===== config.mk =====
export PLATFORM = sky130hd
export DESIGN_NAME = pe_sequencer
export DESIGN_NICKNAME = d
export VERILOG_FILES = /design/src/rtl/pe_seq_pkg.sv /design/src/rtl/pe_seq_drain_timer.sv /design/src/rtl/pe_sequencer.sv
export SDC_FILE = /design/constraint.sdc
export NUM_CORES = 1
export LEC_CHECK = 0
export ABC_AREA = 1
export ABC_CLOCK_PERIOD_IN_PS = 3800
export CORE_MARGIN = 2
export CORE_UTILIZATION = 52
export DETAILED_ROUTE_END_ITERATION = 7
export GPL_TIMING_DRIVEN = 0
export PLACE_DENSITY = 0.9
export SKIP_CTS_REPAIR_TIMING = 1
export SLEW_MARGIN = 15
export SYNTH_ARGS = -nofsm -noshare
export SYNTH_HDL_FRONTEND = slang
export SYNTH_SLANG_ARGS = --single-unit

===== constraint.sdc =====
create_clock -name clk -period 3.8 [get_ports clk]
set_clock_uncertainty 0.1 [all_clocks]
set_input_delay 0.38 -clock clk [delete_from_list [all_inputs] [get_ports clk]]
set_output_delay 0.38 -clock clk [all_outputs]
set_load 0.03 [all_outputs]

===== src/rtl/pe_seq_pkg.sv =====
// pe_seq_pkg -- shared types and defaults for the PE sequencer.
//   pe_seq_state_e   : sequencer FSM state encoding
//   DRAIN_CYCLES_DEF : default multiply/accumulate pipeline drain depth
package pe_seq_pkg;

  typedef enum logic [2:0] {
    ST_IDLE,
    ST_CONFIG,
    ST_WAIT,
    ST_COMPUTE,
    ST_NEXT_FILT,
    ST_NEXT_ROW,
    ST_DRAIN,
    ST_DONE
  } pe_seq_state_e;

  localparam int DRAIN_CYCLES_DEF = 3;

endpackage


===== src/rtl/pe_seq_drain_timer.sv =====
// pe_seq_drain_timer -- loadable down-counter that times the pipeline drain.
//   clk, rst : clock, synchronous active-high reset
//   load_i   : load CYCLES-1 (issued on the cycle before the drain starts)
//   en_i     : count down while draining
//   done_o   : terminal count reached (current cycle is the last drain cycle)
module pe_seq_drain_timer
  import pe_seq_pkg::*;
#(
  parameter int CYCLES = DRAIN_CYCLES_DEF
) (
  input  logic clk,
  input  logic rst,
  input  logic load_i,
  input  logic en_i,
  output logic done_o
);

  localparam int W = (CYCLES > 1) ? $clog2(CYCLES) : 1;

  logic [W-1:0] cnt_q;

  always_ff @(posedge clk) begin
    if (rst) begin
      cnt_q <= '0;
    end else if (load_i) begin
      cnt_q <= W'(CYCLES - 1);
    end else if (en_i && (cnt_q != '0)) begin
      cnt_q <= cnt_q - 1'b1;
    end
  end

  assign done_o = (cnt_q == '0);

endmodule


===== src/rtl/pe_sequencer.sv =====
// pe_sequencer -- job sequencer for a processing element datapath.
// Optional build macro: PE_SEQ_STALL_CNT_EN adds the stall_cycles output.
//
// state      | meaning
// -----------+----------------------------------------------
// IDLE       | waiting for start, captures job config
// CONFIG     | load stride/filter size, clear accumulator
// WAIT       | wait for first data and filter availability
// COMPUTE    | issue puts while data and filter available
// NEXT_FILT  | advance to next filter in the row
// NEXT_ROW   | advance to next ifmap row, count rows
// DRAIN      | let MAC pipeline empty (DRAIN_CYCLES cycles)
// DONE       | one-cycle completion pulse
//
// Ports:
//   clk, rst            : clock, synchronous active-high reset
//   start, abort        : job request pulse, cancel current job
//   cfg_*               : job configuration, sampled on accepted start
//   av_data, av_filter, co_filter, end_of_row, end_of_filter : datapath status
//   ld_stride, ld_fileSize, clear_sum, put_data, put_filter,
//   next_filter, next_row : datapath controls
//   stride_out, filter_size_out : captured configuration
//   chip_en, busy, done : enable, job active, completion pulse
//   stall_cycles        : (PE_SEQ_STALL_CNT_EN only) COMPUTE cycles without a put
module pe_sequencer
  import pe_seq_pkg::*;
#(
  parameter int STRIDE_SIZE          = 3,
  parameter int FILTER_SIZE_REG_SIZE = 8,
  parameter int ROW_CNT_WIDTH        = 8,
  parameter int DRAIN_CYCLES         = DRAIN_CYCLES_DEF
) (
  input  logic                            clk,
  input  logic                            rst,
  input  logic                            start,
  input  logic                            abort,
  input  logic [STRIDE_SIZE-1:0]          cfg_stride,
  input  logic [FILTER_SIZE_REG_SIZE-1:0] cfg_filter_size,
  input  logic [ROW_CNT_WIDTH-1:0]        cfg_num_rows,
  input  logic                            av_data,
  input  logic                            av_filter,
  input  logic                            co_filter,
  input  logic                            end_of_row,
  input  logic                            end_of_filter,
  output logic                            ld_stride,
  output logic                            ld_fileSize,
  output logic                            clear_sum,
  output logic                            put_data,
  output logic                            put_filter,
  output logic                            next_filter,
  output logic                            next_row,
  output logic [STRIDE_SIZE-1:0]          stride_out,
  output logic [FILTER_SIZE_REG_SIZE-1:0] filter_size_out,
`ifdef PE_SEQ_STALL_CNT_EN
  output logic [15:0]                     stall_cycles,
`endif
  output logic                            chip_en,
  output logic                            busy,
  output logic                            done
);

  pe_seq_state_e                   state_q, state_d;
  logic [STRIDE_SIZE-1:0]          stride_q;
  logic [FILTER_SIZE_REG_SIZE-1:0] filt_q;
  logic [ROW_CNT_WIDTH-1:0]        rows_q;
  logic [ROW_CNT_WIDTH-1:0]        row_cnt_q;
  logic [ROW_CNT_WIDTH-1:0]        last_row;
  logic                            avail;
  logic                            row_inc;
  logic                            tmr_load;
  logic                            tmr_en;
  logic                            tmr_done;

  assign avail = av_data && av_filter;
  // A zero row count runs a single row; counter stays below rows_q so it never wraps.
  assign last_row = (rows_q == '0) ? '0 : rows_q - 1'b1;

  always_ff @(posedge clk) begin
    if (rst) begin
      state_q   <= ST_IDLE;
      stride_q  <= '0;
      filt_q    <= '0;
      rows_q    <= '0;
      row_cnt_q <= '0;
    end else begin
      state_q <= state_d;
      if (state_q == ST_IDLE && start) begin
        stride_q <= cfg_stride;
        filt_q   <= cfg_filter_size;
        rows_q   <= cfg_num_rows;
      end
      if (state_q == ST_CONFIG) begin
        row_cnt_q <= '0;
      end else if (row_inc) begin
        row_cnt_q <= row_cnt_q + 1'b1;
      end
    end
  end

  always_comb begin
    state_d     = state_q;
    ld_stride   = 1'b0;
    ld_fileSize = 1'b0;
    clear_sum   = 1'b0;
    put_data    = 1'b0;
    put_filter  = 1'b0;
    next_filter = 1'b0;
    next_row    = 1'b0;
    done        = 1'b0;
    row_inc     = 1'b0;
    tmr_load    = 1'b0;
    tmr_en      = 1'b0;
    case (state_q)
      ST_IDLE: if (start) state_d = ST_CONFIG;
      ST_CONFIG: begin
        ld_stride   = 1'b1;
        ld_fileSize = 1'b1;
        clear_sum   = 1'b1;
        state_d     = ST_WAIT;
      end
      ST_WAIT: if (avail) state_d = ST_COMPUTE;
      ST_COMPUTE: begin
        put_data   = avail;
        put_filter = avail;
        if (avail && co_filter && end_of_filter) begin
          state_d = end_of_row ? ST_NEXT_ROW : ST_NEXT_FILT;
        end
      end
      ST_NEXT_FILT: begin
        next_filter = 1'b1;
        state_d     = ST_COMPUTE;
      end
      ST_NEXT_ROW: begin
        next_row = 1'b1;
        row_inc  = 1'b1;
        if (row_cnt_q == last_row) begin
          tmr_load = 1'b1;
          state_d  = ST_DRAIN;
        end else begin
          state_d = ST_COMPUTE;
        end
      end
      ST_DRAIN: begin
        tmr_en = 1'b1;
        if (tmr_done) state_d = ST_DONE;
      end
      ST_DONE: begin
        done    = 1'b1;
        state_d = ST_IDLE;
      end
      default: state_d = ST_IDLE;
    endcase
    // Abort overrides everything: only the accumulator clear is issued.
    if (abort && state_q != ST_IDLE) begin
      state_d     = ST_IDLE;
      ld_stride   = 1'b0;
      ld_fileSize = 1'b0;
      clear_sum   = 1'b1;
      put_data    = 1'b0;
      put_filter  = 1'b0;
      next_filter = 1'b0;
      next_row    = 1'b0;
      done        = 1'b0;
      row_inc     = 1'b0;
      tmr_load    = 1'b0;
      tmr_en      = 1'b0;
    end
  end

  pe_seq_drain_timer #(
    .CYCLES (DRAIN_CYCLES)
  ) u_drain_timer (
    .clk    (clk),
    .rst    (rst),
    .load_i (tmr_load),
    .en_i   (tmr_en),
    .done_o (tmr_done)
  );

`ifdef PE_SEQ_STALL_CNT_EN
  logic [15:0] stall_q;

  always_ff @(posedge clk) begin
    if (rst || state_q == ST_CONFIG) begin
      stall_q <= '0;
    end else if (state_q == ST_COMPUTE && !avail && stall_q != 16'hFFFF) begin
      stall_q <= stall_q + 16'd1;
    end
  end

  assign stall_cycles = stall_q;
`endif

  assign busy            = (state_q != ST_IDLE);
  assign chip_en         = busy;
  assign stride_out      = stride_q;
  assign filter_size_out = filt_q;

endmodule


==> results of run 1 <==
==> cells in the final DEF (no fill, tap or decap), types with 5 or more instances in the layout <==
cell type and count:
inv_1 25, o21ai_0 11, clkbuf_4 5, a21oi_1 28
nand2_1 56, nor3_1 5, nor2_1 18, nand3_1 34
inv_2 6, dfxtp_1 32, clkdlybuf4s50_1 48
==> layout make-up <==
| cell class | instances | share of cell area (%) |
|---|---|---|
| Multi-Input combinational cell | 188 | 40.6 |
| Tap cell | 46 | 2.35 |
| Timing Repair Buffer | 48 | 19.7 |
| Buffer | 9 | 1.89 |
| Sequential cell | 32 | 26.2 |
| Clock buffer | 7 | 2.66 |
| Inverter | 34 | 5.37 |
| Clock inverter | 1 | 1.23 |
==> state kept, by name, summed over array words and instances, names as in the netlist <==
| name | cells |
|---|---|
| row_cnt_q | 8 |
| u_drain_timer.cnt_q | 2 |
| rows_q | 8 |
| state_q | 3 |
| filter_size_out | 8 |
| stride_out | 3 |
==> critical path, cell delays in order, from the launching register on <==
cell,delay (ns)
dfxtp_1,0.31
buf_2,0.16
nor2_2,0.12
inv_2,0.05
nor2_4,0.14
nor2_1,0.10
nor3_1,0.21
buf_4,0.15
clkdlybuf4s50_1,0.65
==> power by group through the flow <==
| stage | clock, mW | combinational [mW] | sequential, mW |
|---|---|---|---|
| 5_1_grt | 0.317 | 1.11 | 0.469 |
| 6_report | 0.303 | 1.00 | 0.460 |
| 2_1_floorplan | 0 | 0.676 | 0.505 |
| 4_1_cts | 0.301 | 1.00 | 0.459 |
| 3_3_place_gp | 0 | 0.964 | 0.462 |
| 3_5_place_dp | 0 | 0.992 | 0.465 |
==> logic make-up after synthesis <==
group | Yosys count | synth area share [%]
buf+inv | 43 | 9.81
fa+ha+maj | 3 | 2.07
xor+xnor | 3 | 1.45
compound gates | 46 | 13.1
simple gates | 136 | 38.3
flops | 32 | 35.4
==> Yosys cell counts, types with 4 or more instances <==
master    count  share of area, %
nand2_1      56                12
nor2_1       18               3.7
dfxtp_1      32                35
o21ai_0      11               3.0
nor3_1        5               1.4
o21ai_1       4               1.1
nand4_1       4               1.4
inv_2         6               1.2
nor2_4        4               2.5
clkbuf_1      4              0.83
nor2_2        4               1.4
a21oi_1      28               7.7
inv_1        25               5.2
nand3_1      34               9.4
==> per-stage QoR <==
step | hold slack, ns | setup WS (ns) | instance area, µm² | power, mW | cells
after global routing | 0.403 | 0.951 | 2440 | 1.89 | 365
after floorplan | 0.349 | 1.54 | 1810 | 1.18 | 263
after global placement | 0.349 | 1.26 | 2350 | 1.43 | 357
after detailed placement | 0.355 | 1.24 | 2350 | 1.46 | 357
final | 0.371 | 1.08 | 2440 | 1.76 | 365
after CTS | 0.373 | 1.08 | 2440 | 1.76 | 365
==> how the worst min path moves through the flow <==
| stage | startpoint | endpoint | slack [ns] | cells past startpoint |
|---|---|---|---|---|
| after floorplan | rst | filter_size_out[3]$_SDFFE_PP0P_ | 0.35 | 1 |
| after global placement | filter_size_out[3]$_SDFFE_PP0P_ | filter_size_out[3]$_SDFFE_PP0P_ | 0.35 | 2 |
| after detailed placement | filter_size_out[7]$_SDFFE_PP0P_ | filter_size_out[7]$_SDFFE_PP0P_ | 0.36 | 2 |
| after CTS | filter_size_out[7]$_SDFFE_PP0P_ | filter_size_out[7]$_SDFFE_PP0P_ | 0.37 | 2 |
| after global routing | filter_size_out[7]$_SDFFE_PP0P_ | filter_size_out[7]$_SDFFE_PP0P_ | 0.40 | 2 |
| final | stride_out[2]$_SDFFE_PP0P_ | stride_out[2]$_SDFFE_PP0P_ | 0.37 | 2 |
==> per-layer routing <==
metal,vias up,global-route usage [%]
met4,0,8.06
met1,871,27.6
met2,57,44.8
met3,11,7.39
li1,969,-
met5,-,0
==> results_dict.tcl, run 1 <==
set metrics [dict create \
    routabilityCongestion 0.870 \
    crit_type "reg2out" \
    wl_per_cell_um 12.5 \
    port_buffers 48 \
    path_max_fanout 8 \
    ios 49 \
    tns_ns 0 \
    ys_types 34 \
    clkTransAtPathRegs_ns 0.11 \
    yosysWarnings 0 \
    grt_max_degree 11 \
    finalMaxSlewViolations 0 \
    drc 0 \
    die-height_um 63.0 \
    ys_ff_latch 32 \
    intPower_mw 0.943 \
    max_cap_violations 0 \
    clkPwrFrac_pct 17.2 \
    synth.avg_cell_area_um2 6.89 \
    worst-r2r-cell-count 11 \
    tightest_slew_ns 0.438 \
    grt-ovfl-total 0 \
    clockBufferDepth 2 \
    hpwl_mm 3.47 \
    critPathLaunchType "flop" \
    async_flop_share_pct 0 \
    synth_cells 263 \
    wl_met1_mm 1.84 \
    start_util_pct 54.3 \
    finalCritPeriodShare_pct 71.6 \
    rsz0062_at_grt "no" \
    critPathCapture "put_filter" \
    power_frac_comb_pct 56.8 \
    drive_above_1_share_pct 11.6 \
    slew_headroom_pct 70.8 \
    crit_start "state_q[0]$_SDFFE_PP0P_" \
    swShare_pct 46.6 \
    vias_per_cell 5.23 \
    hold_viol 0 \
    irDropWorstVdd_uv 506 \
    cts_tree "built" \
    cp_data_required_time_ns 3.32 \
    switching_power_mw 0.822 \
    ant_nets 0 \
    p_seq_share_pct 26.1 \
    seq_area_um2 641 \
    num_vias 1908 \
    fin_util_pct 73.3 \
    power_leakage_nw 1.01 \
    fin_nets 349 \
    grt_pass1_vias 1879 \
    rows 21 \
    dr_wl_met3_um 282 \
    fmax_ghz 0.367 \
    syn_to_final_growth_pct 34.9 \
    cts.sinks 32 \
    topRoutingLayerUsed "met4" \
    syn-num-nets 294 \
    cts.htree.levels 2 \
    power.density_nw_per_um2 722 \
    rrSetupSlack_ns 1.91 \
    clk-insertion-delay-late_ns 0.35 \
    grt_first_pass_wirelength_mm 7.92 \
    status "complete, no violations" \
    period_needed_ns 2.72 \
    wl_mm 4.55 \
    hold_class "reg2reg" \
    track_usage_pct 24.8 \
    r2r_end "u_drain_timer.cnt_q[0]$_SDFFE_PP0P_" \
    worstPathArrival_ns 2.24 \
    multi_input_area_um2 993 \
    synth-edff-count 0 \
    drt-pass1-iter-count 4 \
    setup_viol 0 \
    critPathCaptureType "output pin" \
    r2r-start "rows_q[0]$_SDFFE_PP0P_" \
    chipWidth_um 63.0 \
    fill_cells 288 \
    cts-root-buf "clkbuf_4" \
    cts_made_buffers 5 \
    syn_area_um2 1810 \
    route.met2.wl_mm 2.33 \
    core_area_um2 3340 \
    antenna_found_initial 0 \
    yosys_most_used_dff "dfxtp_1" \
    drt_iter0_markers 100 \
    dieArea_um2 3970 \
    antenna_cells 0 \
    ys_seq_area_share_pct 35.4 \
]
No activity file was read; power rests on OpenSTA's default activity.
==> inputs of run 2 (changes only) <==
ABC_CLOCK_PERIOD_IN_PS = 2700   (was 3800)
CORE_UTILIZATION = 48   (was 52)
PLACE_DENSITY = 0.85   (was 0.9)
clock period = 2.7 ns   (was 3.8 ns; I/O delays follow)
==> results_dict.tcl, run 2 (synthesis gave the netlist of run 1 again) <==
set metrics [dict create \
    worstPathArrival_ns 2.15 \
    setup_viol 0 \
    cts-root-buf "clkbuf_8" \
    routabilityCongestion 0.817 \
    wl_mm 4.21 \
    cp_data_required_time_ns 2.33 \
    drt-pass1-iter-count 4 \
    irDropWorstVdd_uv 785 \
    clk-insertion-delay-late_ns 0.29 \
    syn_to_final_growth_pct 36.0 \
    crit_family "buffers and inverters" \
    intPower_mw 1.35 \
    topRoutingLayerUsed "met4" \
    num_vias 1853 \
    drt_iter0_markers 73 \
    grt-ovfl-total 0 \
    fill_cells 315 \
    critPathCaptureType "output pin" \
    critical-path-max-stage-delay_ns 0.65 \
    swShare_pct 46.0 \
    hold_ws_ns 0.362 \
    cts.sinks 32 \
    hpwl_mm 3.26 \
    ios 49 \
    placed_area_um2 2350 \
    critPathLaunchType "flop" \
    fin_nets 349 \
    grt_pass1_vias 1770 \
    port_buffers 48 \
    stdcell_area_um2 2460 \
    antenna_found_initial 0 \
    dr_wl_met3_um 238 \
    cts_made_buffers 5 \
    grt_max_degree 12 \
    die-height_um 65.4 \
    route.met2.wl_mm 2.07 \
    rows 22 \
    wl_met1_mm 1.84 \
    clockBufferDepth 2 \
    track_usage_pct 21.9 \
    rsz0062_at_grt "no" \
    cts.htree.levels 2 \
    cts_tree "built" \
    tns_ns 0 \
    tightest_slew_ns 0.432 \
    antenna_cells 0 \
    switching_power_mw 1.16 \
    grt_first_pass_wirelength_mm 7.27 \
    hold_viol 0 \
    seq_area_um2 641 \
    crit_type "reg2out" \
    mostFrequentLayoutCells "nand2_1 (56), clkdlybuf4s50_1 (48), nand3_1 (34)" \
    wl_per_cell_um 11.5 \
    drc 0 \
    max_cap_violations 0 \
    fmax_ghz 0.397 \
    rrSetupSlack_ns 0.79 \
    ant_nets 0 \
    path_max_fanout 8 \
    slowest_stage "clkdlybuf4s50_1" \
    clkTransAtPathRegs_ns 0.07 \
    power_frac_comb_pct 55.7 \
    vias_per_cell 5.05 \
    dieArea_um2 4280 \
    drive_above_1_share_pct 11.6 \
    multi_input_area_um2 993 \
    power.density_nw_per_um2 1020 \
    start_util_pct 49.9 \
    finalCritPeriodShare_pct 93.4 \
    clkPwrFrac_pct 18.7 \
    hold_class "reg2reg" \
    path_cells "buf_2 > nor2_2 > inv_2 > nor2_4 > nor2_1 > nor3_1 > buf_4 > clkdlybuf4s50_1" \
    final_common_cell "nand2_1" \
    finalMaxSlewViolations 0 \
    path_buf_inv 4 \
    chipWidth_um 65.4 \
    period_needed_ns 2.52 \
    core_area_um2 3630 \
    slew_headroom_pct 71.2 \
    power_leakage_nw 1.02 \
    p_seq_share_pct 25.7 \
    status "complete, no violations" \
]
[run 2: power groups by stage]
| stage | clock, mW | sequential, mW | combinational, mW |
|---|---|---|---|
| global route | 0.492 | 0.656 | 1.55 |
| detailed placement | 0 | 0.652 | 1.39 |
| CTS | 0.477 | 0.643 | 1.40 |
| finish | 0.469 | 0.644 | 1.40 |
| floorplan | 0 | 0.710 | 0.952 |
| global placement | 0 | 0.651 | 1.36 |
[run 2: worst reg2reg max path, delay by kind of cell (launching register included)]
kind          cells  cell delay (ns)
buf+inv           3             0.25
fa+ha+maj         1             0.30
flops             1             0.31
simple gates      9             0.86
[run 2: area by class of cell]
cell class | instances | area share, %
well taps | 48 | 2.44
clock buffers | 5 | 2.79
plain buffers | 9 | 1.88
flip-flops and latches | 32 | 26.0
multi-input cells | 188 | 40.3
clock inverters | 3 | 1.73
repair buffers | 48 | 19.5
inverters | 34 | 5.33
[run 2: final timing paths]
path                                                  from                             endpoint  cells after the start
worst max-delay path               state_q[0]$_SDFFE_PP0P_                           put_filter                      8
worst min-delay path            stride_out[0]$_SDFFE_PP0P_           stride_out[0]$_SDFFE_PP0P_                      2
worst max register to register      rows_q[0]$_SDFFE_PP0P_  u_drain_timer.cnt_q[0]$_SDFFE_PP0P_                     13
worst min register to register  stride_out[0]$_SDFFE_PP0P_           stride_out[0]$_SDFFE_PP0P_                      2
[run 2: through the flow]
stage | util, % | power [mW] | instances | setup slack, ns
5_1_grt | 67.8 | 2.70 | 367 | 0.0273
3_5_place_dp | 64.7 | 2.04 | 359 | 0.378
4_1_cts | 67.8 | 2.52 | 367 | 0.166
6_report | 67.8 | 2.51 | 367 | 0.179
2_1_floorplan | - | 1.66 | 263 | 0.547
3_3_place_gp | 64.7 | 2.01 | 359 | 0.387
[run 2: layer usage]
metal | GRT usage, % | vias up
li1 | - | 973
met1 | 25.4 | 830
met2 | 37.4 | 44
met3 | 7.71 | 6
met4 | 7.29 | 0
met5 | 0 | -
==> inputs of run 3 (changes only) <==
CORE_MARGIN = unset   (was 2)
==> results_dict.tcl, run 3 (synthesis gave the netlist of run 1 again) <==
set metrics [dict create \
    critPathLaunchType "flop" \
    hold_class "reg2reg" \
    drive_above_1_share_pct 11.6 \
    cts_tree "built" \
    fin_ws_ns 0.185 \
    port_buffers 48 \
    cp_data_required_time_ns 2.33 \
    syn_to_final_growth_pct 36.7 \
    grt_max_degree 11 \
    track_usage_pct 24.2 \
    hold_ws_ns 0.364 \
    total_power_mw 2.57 \
    drt-pass1-iter-count 4 \
    grt_first_pass_wirelength_mm 7.68 \
    cts.htree.levels 2 \
    grt_pass1_vias 1865 \
    cts-root-buf "clkbuf_8" \
    rrSetupSlack_ns 0.73 \
    vias_per_cell 5.17 \
    hold_viol 0 \
    cts.sinks 32 \
    antenna_cells 0 \
    core_area_um2 3470 \
    r2r-start "rows_q[0]$_SDFFE_PP0P_" \
    placed_area_um2 2350 \
    rsz0062_at_grt "no" \
    ant_nets 0 \
    power_leakage_nw 1.03 \
    hp-start "filter_size_out[3]$_SDFFE_PP0P_" \
    wl_per_cell_um 12.0 \
    critPathCaptureType "output pin" \
    start_util_pct 52.2 \
    slew_headroom_pct 72.0 \
    num_vias 1888 \
    dp.cells 357 \
    routabilityCongestion 0.842 \
    hold_end "filter_size_out[3]$_SDFFE_PP0P_" \
    irDropWorstVdd_uv 805 \
    tightest_slew_ns 0.420 \
    place_ws_ns 0.362 \
    drt_iter0_markers 103 \
    clkTransAtPathRegs_ns 0.07 \
    clk-insertion-delay-late_ns 0.29 \
    worst-r2r-cell-count 13 \
    clockBufferDepth 2 \
    tns_ns 0 \
    wl_mm 4.37 \
    fmax_ghz 0.398 \
    dieArea_um2 4020 \
    fin_cells 365 \
    grt-ovfl-total 0 \
    max_cap_violations 0 \
    r2r_end "u_drain_timer.cnt_q[0]$_SDFFE_PP0P_" \
    period_needed_ns 2.52 \
    crit_type "reg2out" \
    fin_nets 349 \
    final_common_cell "nand2_1" \
    fin_util_pct 71.4 \
    path_max_fanout 8 \
    ios 49 \
    finalCritPeriodShare_pct 93.2 \
    finalMaxSlewViolations 0 \
    power.density_nw_per_um2 1040 \
    worstPathArrival_ns 2.15 \
    cts_made_buffers 5 \
    die-height_um 63.4 \
    stdcell_area_um2 2480 \
    hpwl_mm 3.34 \
    chipWidth_um 63.4 \
    drc 0 \
    antenna_found_initial 0 \
    status "complete, no violations" \
    mostFrequentLayoutCells "nand2_1 (56), clkdlybuf4s50_1 (48), nand3_1 (34)" \
    rows 21 \
    holdPathStages 2 \
    setup_viol 0 \
]
[run 3: layout make-up]
class                      count  area, µm²
tap                           46       57.6
sequential                    32        641
clock buffer                   7       96.3
clock inverter                 1       30.0
buffer                         9       46.3
inverter                      34        131
multi-input combinational    188        993
fill                         310        992
timing repair buffer          48        480
[run 3: power breakdown]
part,switching (mW),internal (mW),total (mW)
Combinational,0.889,0.518,1.41
Sequential,0.0821,0.565,0.647
Clock,0.187,0.326,0.513
Total,1.16,1.41,2.57
[run 3: worst max-delay path by stage]
stage	from	cells after the start	endpoint	slack, ns
after floorplan	state_q[0]$_SDFFE_PP0P_	7	put_filter	0.55
after global placement	abort	6	put_filter	0.39
after detailed placement	abort	6	put_filter	0.36
after CTS	state_q[0]$_SDFFE_PP0P_	8	put_filter	0.16
after global routing	state_q[0]$_SDFFE_PP0P_	8	put_filter	0.05
final	state_q[0]$_SDFFE_PP0P_	8	put_filter	0.18
[run 3: worst max-delay path, stage by stage (launching register included)]
cell,delay [ns]
dfxtp_1,0.30
buf_2,0.16
nor2_2,0.12
inv_2,0.06
nor2_4,0.14
nor2_1,0.09
nor3_1,0.19
buf_4,0.14
clkdlybuf4s50_1,0.65
[run 3: routing by layer]
metal | global-route usage [%] | up-vias | share of wire [%]
met5 | 0 | - | 0
met3 | 6.16 | 8 | 5.9
met1 | 28.0 | 854 | 43
met4 | 10.8 | 0 | 1.7
li1 | - | 971 | -
met2 | 41.4 | 55 | 49
